**src/rtl/mult_pkg.sv**
```systemverilog
// Shared definitions for the sequential signed shift-add multiplier:
// controller state encoding, default operand width and the round-robin pick.
package mult_pkg;

  localparam int unsigned MULT_WIDTH = 8;

  typedef enum logic [2:0] {
    ST_IDLE  = 3'd0,
    ST_LOAD  = 3'd1,
    ST_SHIFT = 3'd2,
    ST_SIGN  = 3'd3,
    ST_DONE  = 3'd4
  } state_e;

  // last_served = index of the requester granted most recently; on a tie the other one wins.
  function automatic logic [1:0] rr_pick(input logic [1:0] req, input logic last_served);
    logic [1:0] win;
    case (req)
      2'b01:   win = 2'b01;
      2'b10:   win = 2'b10;
      2'b11:   win = last_served ? 2'b01 : 2'b10;
      default: win = 2'b00;
    endcase
    return win;
  endfunction

endpackage

```
**src/rtl/mult_sched_rr_arb2.sv**
```systemverilog
// Two-input round-robin arbiter. The winner is combinational from req; the
// last-served pointer advances only on the update strobe (controller entering LOAD).
module rr_arb2
  import mult_pkg::*;
(
  input  logic       clk,
  input  logic       rst_n,
  input  logic [1:0] req,
  input  logic       upd,
  output logic [1:0] win
);

  logic last_q;
  logic last_d;

  // Winner selection and pointer next-value.
  always_comb begin
    win    = rr_pick(req, last_q);
    last_d = last_q;
    if (upd) begin
      last_d = win[1];
    end else begin
      last_d = last_q;
    end
  end

  // Pointer register; reset value makes requester 0 win the first tie.
  always_ff @(posedge clk or negedge rst_n) begin
    if (!rst_n) begin
      last_q <= 1'b1;
    end else begin
      last_q <= last_d;
    end
  end

endmodule

```
**src/rtl/mult_sched.sv**
```systemverilog
// Controller and two-requester scheduler for the shift-add multiplier datapath:
// arbitration, LOAD/SHIFT/SIGN/DONE sequencing, early exit on zero multiplier.
module mult_sched
  import mult_pkg::*;
#(
  parameter int WIDTH = MULT_WIDTH
) (
  input  logic       clk,
  input  logic       rst_n,
  input  logic [1:0] req,
  input  logic       prod_neg,
  input  logic       z_flag_multiplier,
  output logic [1:0] gnt,
  output logic       load,
  output logic       reg_en,
  output logic       shift_en,
  output logic       psel,
  output logic       neg_en,
  output logic       busy,
  output logic       done,
  output logic       led
);

  localparam int IW = $clog2(WIDTH) + 1;
  localparam logic [IW-1:0] ITER_LAST = IW'(WIDTH - 1);

  state_e        state_q, state_d;
  logic [1:0]    gnt_q, gnt_d;
  logic [IW-1:0] iter_q, iter_d;
  logic          neg_q, neg_d;

  logic [1:0]    arb_win;
  logic          arb_upd;
  logic          req_live;
  logic          shift_now;

  rr_arb2 u_arb (
    .clk   (clk),
    .rst_n (rst_n),
    .req   (req),
    .upd   (arb_upd),
    .win   (arb_win)
  );

  assign req_live  = |(req & gnt_q);
  assign shift_now = (state_q == ST_SHIFT) && !z_flag_multiplier;

  // Next-state, grant, iteration counter and sign latch.
  always_comb begin
    state_d = state_q;
    gnt_d   = gnt_q;
    iter_d  = iter_q;
    neg_d   = neg_q;
    arb_upd = 1'b0;
    case (state_q)
      ST_IDLE: begin
        if (|req) begin
          state_d = ST_LOAD;
          gnt_d   = arb_win;
          arb_upd = 1'b1;
        end else begin
          gnt_d   = 2'b00;
        end
      end
      ST_LOAD: begin
        if (!req_live) begin
          state_d = ST_IDLE;
          gnt_d   = 2'b00;
        end else begin
          state_d = ST_SHIFT;
          neg_d   = prod_neg;
          iter_d  = '0;
        end
      end
      ST_SHIFT: begin
        if (!req_live) begin
          state_d = ST_IDLE;
          gnt_d   = 2'b00;
        end else if (!shift_now) begin
          state_d = ST_SIGN;
        end else begin
          iter_d = iter_q + IW'(1);
          // The WIDTH-th shift ends the job even if the multiplier never reads zero.
          if (iter_q == ITER_LAST) begin
            state_d = ST_SIGN;
          end else begin
            state_d = ST_SHIFT;
          end
        end
      end
      ST_SIGN: begin
        if (!req_live) begin
          state_d = ST_IDLE;
          gnt_d   = 2'b00;
        end else begin
          state_d = ST_DONE;
        end
      end
      ST_DONE: begin
        if (!req_live) begin
          state_d = ST_IDLE;
          gnt_d   = 2'b00;
        end else begin
          state_d = ST_DONE;
        end
      end
      default: begin
        state_d = ST_IDLE;
        gnt_d   = 2'b00;
      end
    endcase
  end

  // Controller state registers.
  always_ff @(posedge clk or negedge rst_n) begin
    if (!rst_n) begin
      state_q <= ST_IDLE;
      gnt_q   <= 2'b00;
      iter_q  <= '0;
      neg_q   <= 1'b0;
    end else begin
      state_q <= state_d;
      gnt_q   <= gnt_d;
      iter_q  <= iter_d;
      neg_q   <= neg_d;
    end
  end

  // Datapath controls decoded from registered state only (shift_en also sees z_flag).
  always_comb begin
    gnt      = gnt_q;
    load     = 1'b0;
    reg_en   = 1'b0;
    shift_en = 1'b0;
    psel     = 1'b0;
    neg_en   = 1'b0;
    busy     = 1'b0;
    done     = 1'b0;
    case (state_q)
      ST_IDLE: begin
        busy = 1'b0;
      end
      ST_LOAD: begin
        load   = 1'b1;
        reg_en = 1'b1;
        busy   = 1'b1;
      end
      ST_SHIFT: begin
        reg_en   = 1'b1;
        psel     = 1'b1;
        shift_en = shift_now;
        busy     = 1'b1;
      end
      ST_SIGN: begin
        reg_en = 1'b1;
        psel   = 1'b1;
        neg_en = neg_q;
        busy   = 1'b1;
      end
      ST_DONE: begin
        psel = 1'b1;
        done = 1'b1;
      end
      default: begin
        busy = 1'b0;
      end
    endcase
    led = done;
  end

endmodule

```
**config.mk**
```make
export PLATFORM = sky130hd
export DESIGN_NAME = mult_sched
export DESIGN_NICKNAME = d
export VERILOG_FILES = /design/src/rtl/mult_pkg.sv /design/src/rtl/mult_sched_rr_arb2.sv /design/src/rtl/mult_sched.sv
export SDC_FILE = /design/constraint.sdc
export NUM_CORES = 1
export LEC_CHECK = 0
export CAP_MARGIN = 20
export CORE_MARGIN = 2
export CORE_UTILIZATION = 45
export DETAILED_ROUTE_END_ITERATION = 8
export PLACE_DENSITY = 0.74
export SLEW_MARGIN = 20
export SYNTH_ARGS = -nofsm -noshare
export SYNTH_HDL_FRONTEND = slang
export SYNTH_SLANG_ARGS = --single-unit
```
**constraint.sdc**
```tcl
create_clock -name clk -period 2.27 [get_ports clk]
set_clock_uncertainty 0.2 [all_clocks]
set_input_delay 0.3405 -clock clk [delete_from_list [all_inputs] [get_ports clk]]
set_output_delay 0.3405 -clock clk [all_outputs]
set_load 0.01 [all_outputs]
```
==> results.md, run 1 <==
- Distinct cells, synth: 30
- Crit. End Element: output pin
- Fraction of layout cells with a size suffix above 1: between 20% and 30%
- Fill cell count: approximately 110
- Number of antenna violations at the first check in global routing: 0
- Syn nets: 74
- Die Ht: about 42 microns
- Leading area contributor after synthesis: dfrtp_1
- Tmin final: between 2 and 2.5 ns
- Multi-input gate area: about 350 sq um
- WS Path Type: reg2out
- EDFF count, synth: 0
- Setup slack at placement: 0.113 ns
- Worst path max stage delay: 0.56 ns
- FP Rows: 13
- Post-synth ARST share: 100%
- Final Hold Vio Count: 0
- Final setup viols: 0
- Final estimated routing congestion in global placement: between 0.7 and 0.8
- Clock Path Buffers: 2
- Via-to-Cell Ratio: around 5.8
- CP Launch Type: register
- Die Wd: roughly 42 microns
- Post-Synth Simple-Gate Area: between 20% and 30%
- Critical-path cell list: buf_4 > nor3b_4 > clkdlybuf4s50_1
- Mean Syn Cell Area: roughly 10 sq um
- IO Pins: 16
- Layout Cells excl Fill: between 100 and 150
- Drt drc: 0
- GRT overflow: 0
- Clock Latency Late Sink: 0.27 ns
- CP Buf/Inv Count: 2
- DIE AREA: roughly 1800 sq um
- P&R area growth vs syn: 37.1%
- Detailed Route WL: 1.47 mm
- Final Util: between 60% and 70%
- VDD IR max: 0.689 mV
- Largest net degree at the start of global routing: 12
- CTS root buf: clkbuf_4
- CTS Sinks: 11
- Area share of xor/xnor cells in the synthesized design: under 10%
- HPWL Detailed: ~1000 microns
- Drt wl/cell: 13.7 microns
- Cell family with most CP delay: buffers and inverters
- Final worst setup slack: a little over 0.08 ns
- Max cap viols: 0
- CP Max Fanout: 6
- Vias in the first global route: approximately 550
- Sequential Area: around 280 sq um
- # diodes: 0
- DRT antenna net count: 0
- Area of the core: ~1400 sq um
- WP data arrival: 1.65 ns
- Warnings, synthesis: 0
- Hold_ws: between 0.15 and 0.2 ns
- Main combinational cell family by area after synthesis: simple AND/OR/NAND/NOR gates
- PD cells: ~1200 nW/um^2
- Slew @ Worst Pin: 0.488 ns
- Synth top area share: 37.5%
- Synth Cell Area: about 670 sq um
- First-pass detailed-route iteration total: 4
- Final nets: 100
- Commonest cells in the netlist: 10 x dfrtp_1, 7 x nor2_1, 6 x nand2_1, 5 x o21ai_0
- Dpl cells: 96
- Compound-gate portion of the synthesized area: a little under a quarter
- Synthesized netlist cell count: 67
- Flops & latches, synth: 11
- Post-synthesis adder-cell area fraction: about 1.9%
- Vias: 619
- Multiplexer share of the synthesized area: 1.69%
- Port bufs: 15
- Pleak: 0.000396 uW
- FMAX: between 400 and 500 MHz
- Worst relative slew slack: slightly below 70%
- Worst hold path type: in2async
- CTS tree: done
- H-tree levels: 1
- Total GRT Usage: 18.7%
- CTS clk-pin slew, worst paths: roughly 0.070 ns
- First-pass GRT wire length: between 2 and 2.5 mm
- Area contributors post-synth: dfrtp_1 38%, a32o_1 4.5%, buf_4 4.5%
- Crit-path slowest cell: clkdlybuf4s50_1
- TritonCTS buffer count: 3
- Setup TNS: 0 ns
- Status: completed
- Primary FF master, synth: dfrtp_1
- Cell with the most instances after synthesis: dfrtp_1
- Period utilisation layout: about 96%
- Worst path required time: approximately 1.7 ns
- Final Slew Violations: 0
- Initial Utilization: around half
- Register area share after synthesis: between 40% and 50%
- Initial drt markers: 14
[state kept, by name, summed over array words and instances, names as in the netlist]
signal and flops:
iter_q 4, gnt 2, neg_q 1, u_arb.last_q 1, state_q 3
[final cells by class]
type,instances,share of cell area [%]
inverters,2,0.821
repair buffers,26,25.4
flip-flops and latches,11,30.6
well taps,15,2.05
clock buffers,4,2.87
multi-input cells,49,38.2
[repair_timing]
action | in CTS | in global routing
pin swaps | 0 | 0
hold buffers | 0 | 0
setup buffers | 0 | 7
gates resized for setup | 2 | 4
setup endpoints to repair | 4 | 5
[worst paths after layout]
check	depth (start not counted)	slack, ns	endpoint	start
max	3	0.08	load	state_q[1]$_DFFE_PN0P_
min	1	0.20	gnt[0]$_DFFE_PN0P_	rst_n
max reg2reg	4	0.55	gnt[1]$_DFFE_PN0P_	state_q[1]$_DFFE_PN0P_
min reg2reg	1	0.32	neg_q$_DFFE_PN0N_	neg_q$_DFFE_PN0N_
max in group asynchronous	1	1.31	state_q[0]$_DFFE_PN0P_	rst_n
min in group clk	1	0.32	neg_q$_DFFE_PN0N_	neg_q$_DFFE_PN0N_
[cell usage in the layout, fill, tap and decap left out, types with 2 or more instances in the layout]
cell / netlist / final
nor3_1: 4 / 4
a32o_1: 3 / 3
buf_4: 4 / 10
clkbuf_4: 0 / 3
nand2_1: 6 / 6
clkdlybuf4s50_1: 0 / 14
inv_1: 2 / 2
nor2_1: 7 / 6
dfrtp_2: 0 / 3
nand2b_1: 2 / 2
dfrtp_1: 10 / 7
a21oi_1: 4 / 4
o21ai_0: 5 / 5
[stage by stage]
step	instance area (sq um)	total power (uW)
after CTS	853	1020
after detailed placement	825	873
after global routing	915	1190
final	915	1100
after global placement	825	859
after floorplan	667	688
[where the power goes]
group	switching [uW]	leakage, uW	internal [uW]
combinational	261	0.000245	337
clock	66.1	0.0000150	68.1
sequential	95.3	0.000136	271
[logic make-up (layout without fill, tap and decap cells)]
logic type      Yosys count  in the layout
buf+inv                   7             32
flops                    11             11
compound gates           20             20
simple gates             26             26
fa+ha+maj                 1              1
mux                       1              1
xor+xnor                  1              1
[metal layers]
| metal | wire length, microns | vias up | track usage (%) |
|---|---|---|---|
| met1 | 702 | 296 | 24.3 |
| met2 | 700 | 15 | 26.2 |
| li1 | - | 304 | - |
| met5 | 0 | - | 0 |
| met3 | 39 | 4 | 5.17 |
| met4 | 25 | 0 | 13.8 |
No activity file was read; power rests on OpenSTA's default activity.
==> run 2: changes to the inputs <==
--- a/config.mk
+++ b/config.mk
@@ -9,6 +9,7 @@
 export CORE_MARGIN = 2
 export CORE_UTILIZATION = 45
 export DETAILED_ROUTE_END_ITERATION = 8
+export MAX_ROUTING_LAYER = met4
 export PLACE_DENSITY = 0.74
 export SLEW_MARGIN = 20
 export SYNTH_ARGS = -nofsm -noshare
==> run 2 against run 1 <==
Hold slack got worse by 0.0035 ns. Register-to-register slack improved by 0.02 ns. Critical path depth unchanged. Core utilization decreased by 0.56 points. Die area unchanged. Final cell count unchanged. Sequential share of layout area increased by 0.25 points. Highest routed layer unchanged.
==> results.md, run 2 (synthesis gave the netlist of run 1 again) <==
- CTS clk-pin slew, worst paths: 0.07 ns (about the same)
- Met3 Routed Length: 54 microns (+38%)
- Final setup viols: 0 (unchanged)
- Largest Register: iter_q
- Tmin final: 2.22 ns (+0.0343 ns)
- Status: completed
- Drt wl/cell: 14.4 microns (+4.7%)
- Initial drt markers: 14 (unchanged)
- Largest net degree at the start of global routing: 12 (unchanged)
- DRT antenna net count: 0 (unchanged)
- Final nets: 100 (unchanged)
- Die Wd: 42.5 microns (unchanged)
- CTS tree: done
- H-tree levels: 1 (unchanged)
- Reg2Reg Setup Slack: 0.57 ns (+0.02 ns)
- Number of antenna violations at the first check in global routing: 0 (unchanged)
- Max reg flops: 4 (unchanged)
- CP Max Fanout: 11 (+5)
- Setup slack at placement: 0.113 ns (unchanged)
- Post-CTS Hold Buffers: 0 (unchanged)
- Crit. End Element: output pin
- Detailed Route WL: 1.54 mm (+4.7%)
- First-pass GRT wire length: 2.40 mm (-0.83%)
- Final Hold Vio Count: 0 (unchanged)
- P&R area growth vs syn: 36.0%
- Dpl cell area: 825 sq um (unchanged)
- HPWL Detailed: 997 microns (unchanged)
- Setup TNS: 0 ns (unchanged)
- CP Launch Type: register
- GRT overflow: 0 (unchanged)
- PD cells: 1210 nW/um^2 (+0.92%)
- Hold_ws: 0.195 ns (-0.00347 ns)
- CTS Sinks: 11 (unchanged)
- Total GRT Usage: 18.7% (-0.035 points)
- Worst path required time: 1.73 ns (about the same)
- Finished Cell Area: 907 sq um (-0.82%)
- Worst relative slew slack: 67.0% (-0.21 points)
- Fraction of layout cells with a size suffix above 1: 28.3% (unchanged)
- Drt drc: 0 (unchanged)
- WL met2: 731 microns (+4.4%)
- Slew @ Worst Pin: 0.493 ns (+0.00536 ns)
- Final estimated routing congestion in global placement: 0.708 (+1.1%)
- IO Pins: 16 (unchanged)
- Clock Path Buffers: 2 (unchanged)
- FP Rows: 13 (unchanged)
- WP data arrival: 1.68 ns (+0.03 ns)
- Worst hold path type: in2async
- TritonCTS buffer count: 3 (unchanged)
- WS Path Type: reg2out
- Initial Utilization: 49.4% (unchanged)
- Port bufs: 15 (unchanged)
- VDD IR max: 0.696 mV (+0.99%)
- M1 wire length: 710 microns (+1.1%)
- Most common cell after layout, fill and taps aside: clkdlybuf4s50_1
- Clock Latency Late Sink: 0.27 ns (about the same)
- DIE AREA: 1810 sq um (unchanged)
- Top sig layer: met4
- CTS root buf: clkbuf_4
- Period utilisation layout: 97.9% (+1.5 points)
- Area of the core: 1350 sq um (unchanged)
- Vias: 643 (+3.9%)
- Vias in the first global route: 548 (unchanged)
- Die Ht: 42.5 microns (unchanged)
- First-pass detailed-route iteration total: 4 (unchanged)
- Final worst setup slack: 0.0467 ns (-0.0343 ns)
- Pleak: 0.000376 uW (-5.0%)
- Via-to-Cell Ratio: 6.01 (+3.9%)
- # diodes: 0 (unchanged)
- Commonest cells after routing, fill and taps aside: 15 x clkdlybuf4s50_1, 10 x buf_4, 7 x dfrtp_1, 6 x nand2_1, 6 x nor2_1
- FMAX: 450 MHz (-1.5%)
- Final Slew Violations: 0 (unchanged)
- Max cap viols: 0 (unchanged)
run 2: cell count changes in the layout (fill, tap and decap cells not counted):
cell             before  now
nor2_4                1    0
clkdlybuf4s50_1      14   15
dlymetal6s2s_1        1    0
nor2_2                0    1
run 2: layout make-up:
class,count,area (sq um)
fillers,105,443
clock buffers,4,26.3
multi-input cells,49,344
flip-flops and latches,11,280
inverters,2,7.51
well taps,15,18.8
repair buffers,26,230
run 2: routing by layer:
metal | GRT usage, % | vias up
met5 | - | -
met2 | 26.2 | 24
li1 | - | 304
met1 | 24.3 | 310
met4 | 13.8 | 0
met3 | 2.59 | 5
run 2: final timing paths:
kind / from / to / cells past startpoint
setup / recovery: state_q[2]$_DFFE_PN0P_ / neg_en / 3
setup reg to reg: state_q[1]$_DFFE_PN0P_ / gnt[1]$_DFFE_PN0P_ / 4
hold reg to reg: neg_q$_DFFE_PN0N_ / neg_q$_DFFE_PN0N_ / 1
min in group clk: neg_q$_DFFE_PN0N_ / neg_q$_DFFE_PN0N_ / 1
max in group asynchronous: rst_n / state_q[0]$_DFFE_PN0P_ / 1
hold / removal: rst_n / gnt[0]$_DFFE_PN0P_ / 1
run 2: worst max-delay path, stage by stage (launching register included):
cell and delay, ns:
dfrtp_2 0.50, nor2_1 0.18, and3_2 0.20, clkdlybuf4s50_1 0.53
run 2: per-stage QoR:
stage          power [uW]  util, %  instances
6_report             1100     67.2        107
5_1_grt              1180     67.2        107
4_1_cts              1020     63.2        100
3_5_place_dp          873     61.1         96
3_3_place_gp          859     61.1         96
2_1_floorplan         688        -         67
run 2: what timing repair did:
| item | in CTS | in global routing |
|---|---|---|
| buffers inserted | 0 | 7 |
| cloned | 0 | 0 |
| hold endpoints to repair | 0 | 0 |
| resized for setup | 2 | 2 |
| endpoints found under the setup margin | 4 | 5 |
run 2: power by group:
group	switching (uW)	leakage (uW)	internal, uW
Sequential	90.1	0.000136	271
Clock	67.3	0.0000150	68.2
Combinational	269	0.000225	334
Total	426	0.000376	673
==> patch: new RTL, config.mk and constraints of run 1 <==
The 5 states of `state_e` get a one-hot encoding in 5 bits.
--- a/src/rtl/mult_pkg.sv
+++ b/src/rtl/mult_pkg.sv
@@ -5,10 +5,10 @@
   localparam int unsigned MULT_WIDTH = 8;
 
-  typedef enum logic [2:0] {
-    ST_IDLE  = 3'd0,
-    ST_LOAD  = 3'd1,
-    ST_SHIFT = 3'd2,
-    ST_SIGN  = 3'd3,
-    ST_DONE  = 3'd4
+  typedef enum logic [4:0] {
+    ST_IDLE  = 5'b00001,
+    ST_LOAD  = 5'b00010,
+    ST_SHIFT = 5'b00100,
+    ST_SIGN  = 5'b01000,
+    ST_DONE  = 5'b10000
   } state_e;
 
Function: no difference found for any inputs over 10 cycles, from zero or initial values and one cycle with rst_n low; not proved beyond that.
==> patch against run 1 <==
Critical endpoint is now shift_en. Die area rose by 13%. Synthesized area rose by 15%. Worst setup slack improved by 0.049 ns. Sequential cell count rose by 2. Via count rose by 11%. Power fell by 13%. Routed wire length rose by 6.6%. Highest routed layer unchanged. Final area rose by 12%.
==> patch: results (changes against run 1) <==
* Outcome: finished clean
* Share of cells above drive strength 1 at 0.257 (-0.0257)
* Initial DRC count at 9 (-5)
* Reg2Reg Capture Point: iter_q[1]
* Cts bufs inserted at 3 (unchanged)
* Flop2flop setup slack at 0.52 ns (-0.03 ns)
* Worst EP arrival at 1.60 ns (-0.05 ns)
* Clk Latency, worst-skew pair at 0.27 ns (about the same)
* Post-synthesis mux area share at 0.0147 (-0.00218)
* Synth Area per Inst at 8.90 um^2 (-11%)
* H-tree depth at 1 (unchanged)
* Max-Cap Viols at 0 (unchanged)
* CTS clock-pin slew for the worst setup and hold paths at 0.08 ns
* Post-Route WL at 1.56 mm (+6.6%)
* Largest cells by area after synthesis: dfrtp_1 (36%), dfstp_2 (6.9%), nor2_1 (6.4%), inv_1 (3.4%), o21ai_0 (2.6%)
* Hold/Removal Path Class: in2async
* Worst VDD drop at 562 uV (-18%)
* Routability Congestion at 0.815 (+16%)
* Reg2Reg Depth at 6 (+2)
* FFs w/ async S/R, synth at 1.00 (unchanged)
* Leakage at 0.501 nW (+27%)
* Number of global-route vias before repair at 634 (+16%)
* Port buffer count at 15 (unchanged)
* Hold buffers post-CTS at 0 (unchanged)
* Synthesized Nets at 93 (+26%)
* Synth warnings at 0 (unchanged)
* Synth Area in Compound Gates at 0.178 (-0.0527)
* Distinct cells, synth at 39 (+30%)
* Reg with most FFs: state_q
* CTS Buffer Depth at 2 (unchanged)
* Post-synth top cells: nor2_1 (13), dfrtp_1 (11), inv_1 (7), nand2_1 (5), o21ai_0 (4)
* Hold WS at 0.234 ns (+0.0354 ns)
* Post-Synth XOR/XNOR Area at 0.0343 (+0.0212)
* Via density at 5.47 (-5.4%)
* CTS root buf: clkbuf_4
* Filler Cell Count at 132 (+26%)
* Ys flop type: dfrtp_1
* Net Sw Frac at 0.368 (-0.0164)
* Detailed-router iteration count before antenna repair at 4 (unchanged)
* Max reg flops at 5 (+1)
* Seq/Total Area, Yosys at 0.428 (+0.0135)
* Slew HR at 0.620 (-0.0526)
* Initial antenna violation count at 0 (unchanged)
* Final #Nets at 117 (+17%)
* N_diodes at 0 (unchanged)
* Total Routing Usage GR at 0.190 (+0.00331)
* Largest net degree at the start of global routing at 14 (+2)
* HPWL after DPL at 1.21 mm (+22%)
* First-pass GRT wire length at 2.79 mm (+15%)
* Worst R2R Start: state_q[2]
* Routed vias at 684 (+11%)
* Largest fanout on the critical path at 4 (-2)
* Post-DP Area at 960 um^2 (+16%)
* Adder-Cell Fraction of Synth Area at 0.0163 (-0.00242)
-- patch: cell types whose count changed in the layout (fill, tap and decap cells not counted), moves of 2 or more --
cell	run 1	this run
dlygate4sd2_1	0	7
dfrtp_1	7	10
inv_1	2	7
nor4_1	1	3
nor3_1	4	2
o21ai_0	5	3
a21oi_1	4	2
nor2_1	6	12
nand3_1	1	3
dfrtp_2	3	1
clkdlybuf4s50_1	14	7
a32o_1	3	0
-- patch: worst max-delay path, stage by stage, from the launching register on --
cell	delay [ns]
dfrtp_1	0.36
buf_4	0.14
or3b_4	0.40
nor3_4	0.14
dlygate4sd2_1	0.29
-- patch: stage by stage --
step | util | setup slack [ns]
2_1_floorplan | - | 0.103
3_3_place_gp | 0.616 | 0.110
3_5_place_dp | 0.616 | 0.102
4_1_cts | 0.648 | 0.0285
5_1_grt | 0.657 | 0.0455
6_report | 0.657 | 0.130
-- patch: worst max path at each step --
stage / startpoint / end
after floorplan: state_q[1] / led
after global placement: state_q[3] / shift_en
after detailed placement: state_q[3] / shift_en
after CTS: state_q[2] / psel
after global routing: state_q[2] / shift_en
final: state_q[2] / shift_en
-- patch: power groups by stage --
stage	clock network, W	registers [W]	logic [W]
global route	0.000160	0.000387	0.000497
floorplan	0	0.000382	0.000277
CTS	0.000142	0.000375	0.000446
finish	0.000135	0.000376	0.000445
global placement	0	0.000378	0.000440
detailed placement	0	0.000381	0.000450
-- patch: area by class of cell --
cell class / instances / area share
inverter: 8 / 0.0293
clock buffer: 4 / 0.0257
timing repair buffer: 26 / 0.221
tap: 16 / 0.0196
multi-input combinational: 58 / 0.383
sequential: 13 / 0.322
-- patch: cells by family (layout without fill, tap and decap cells) --
family | Yosys count | count (layout)
AO/OA/AOI/OAI | 19 | 19
XOR/XNOR | 3 | 3
adder cells (fa/ha/maj) | 1 | 1
buffers and inverters | 15 | 38
flip-flops | 13 | 13
multiplexers | 1 | 1
AND/OR/NAND/NOR | 34 | 34
-- patch: metal layers --
layer  global-route usage  vias to the layer above  wire [um]
met5                    0                        -          0
met2                0.314                       11        775
met1                0.247                      327        737
li1                     -                      344          -
met4               0.0706                        0         12
met3               0.0360                        2         39
-- patch: timing repair --
action | in CTS | in global routing
setup buffers | 3 | 0
endpoints found under the hold margin | 0 | 0
gates resized for setup | 11 | 3
setup endpoints to repair | 8 | 1
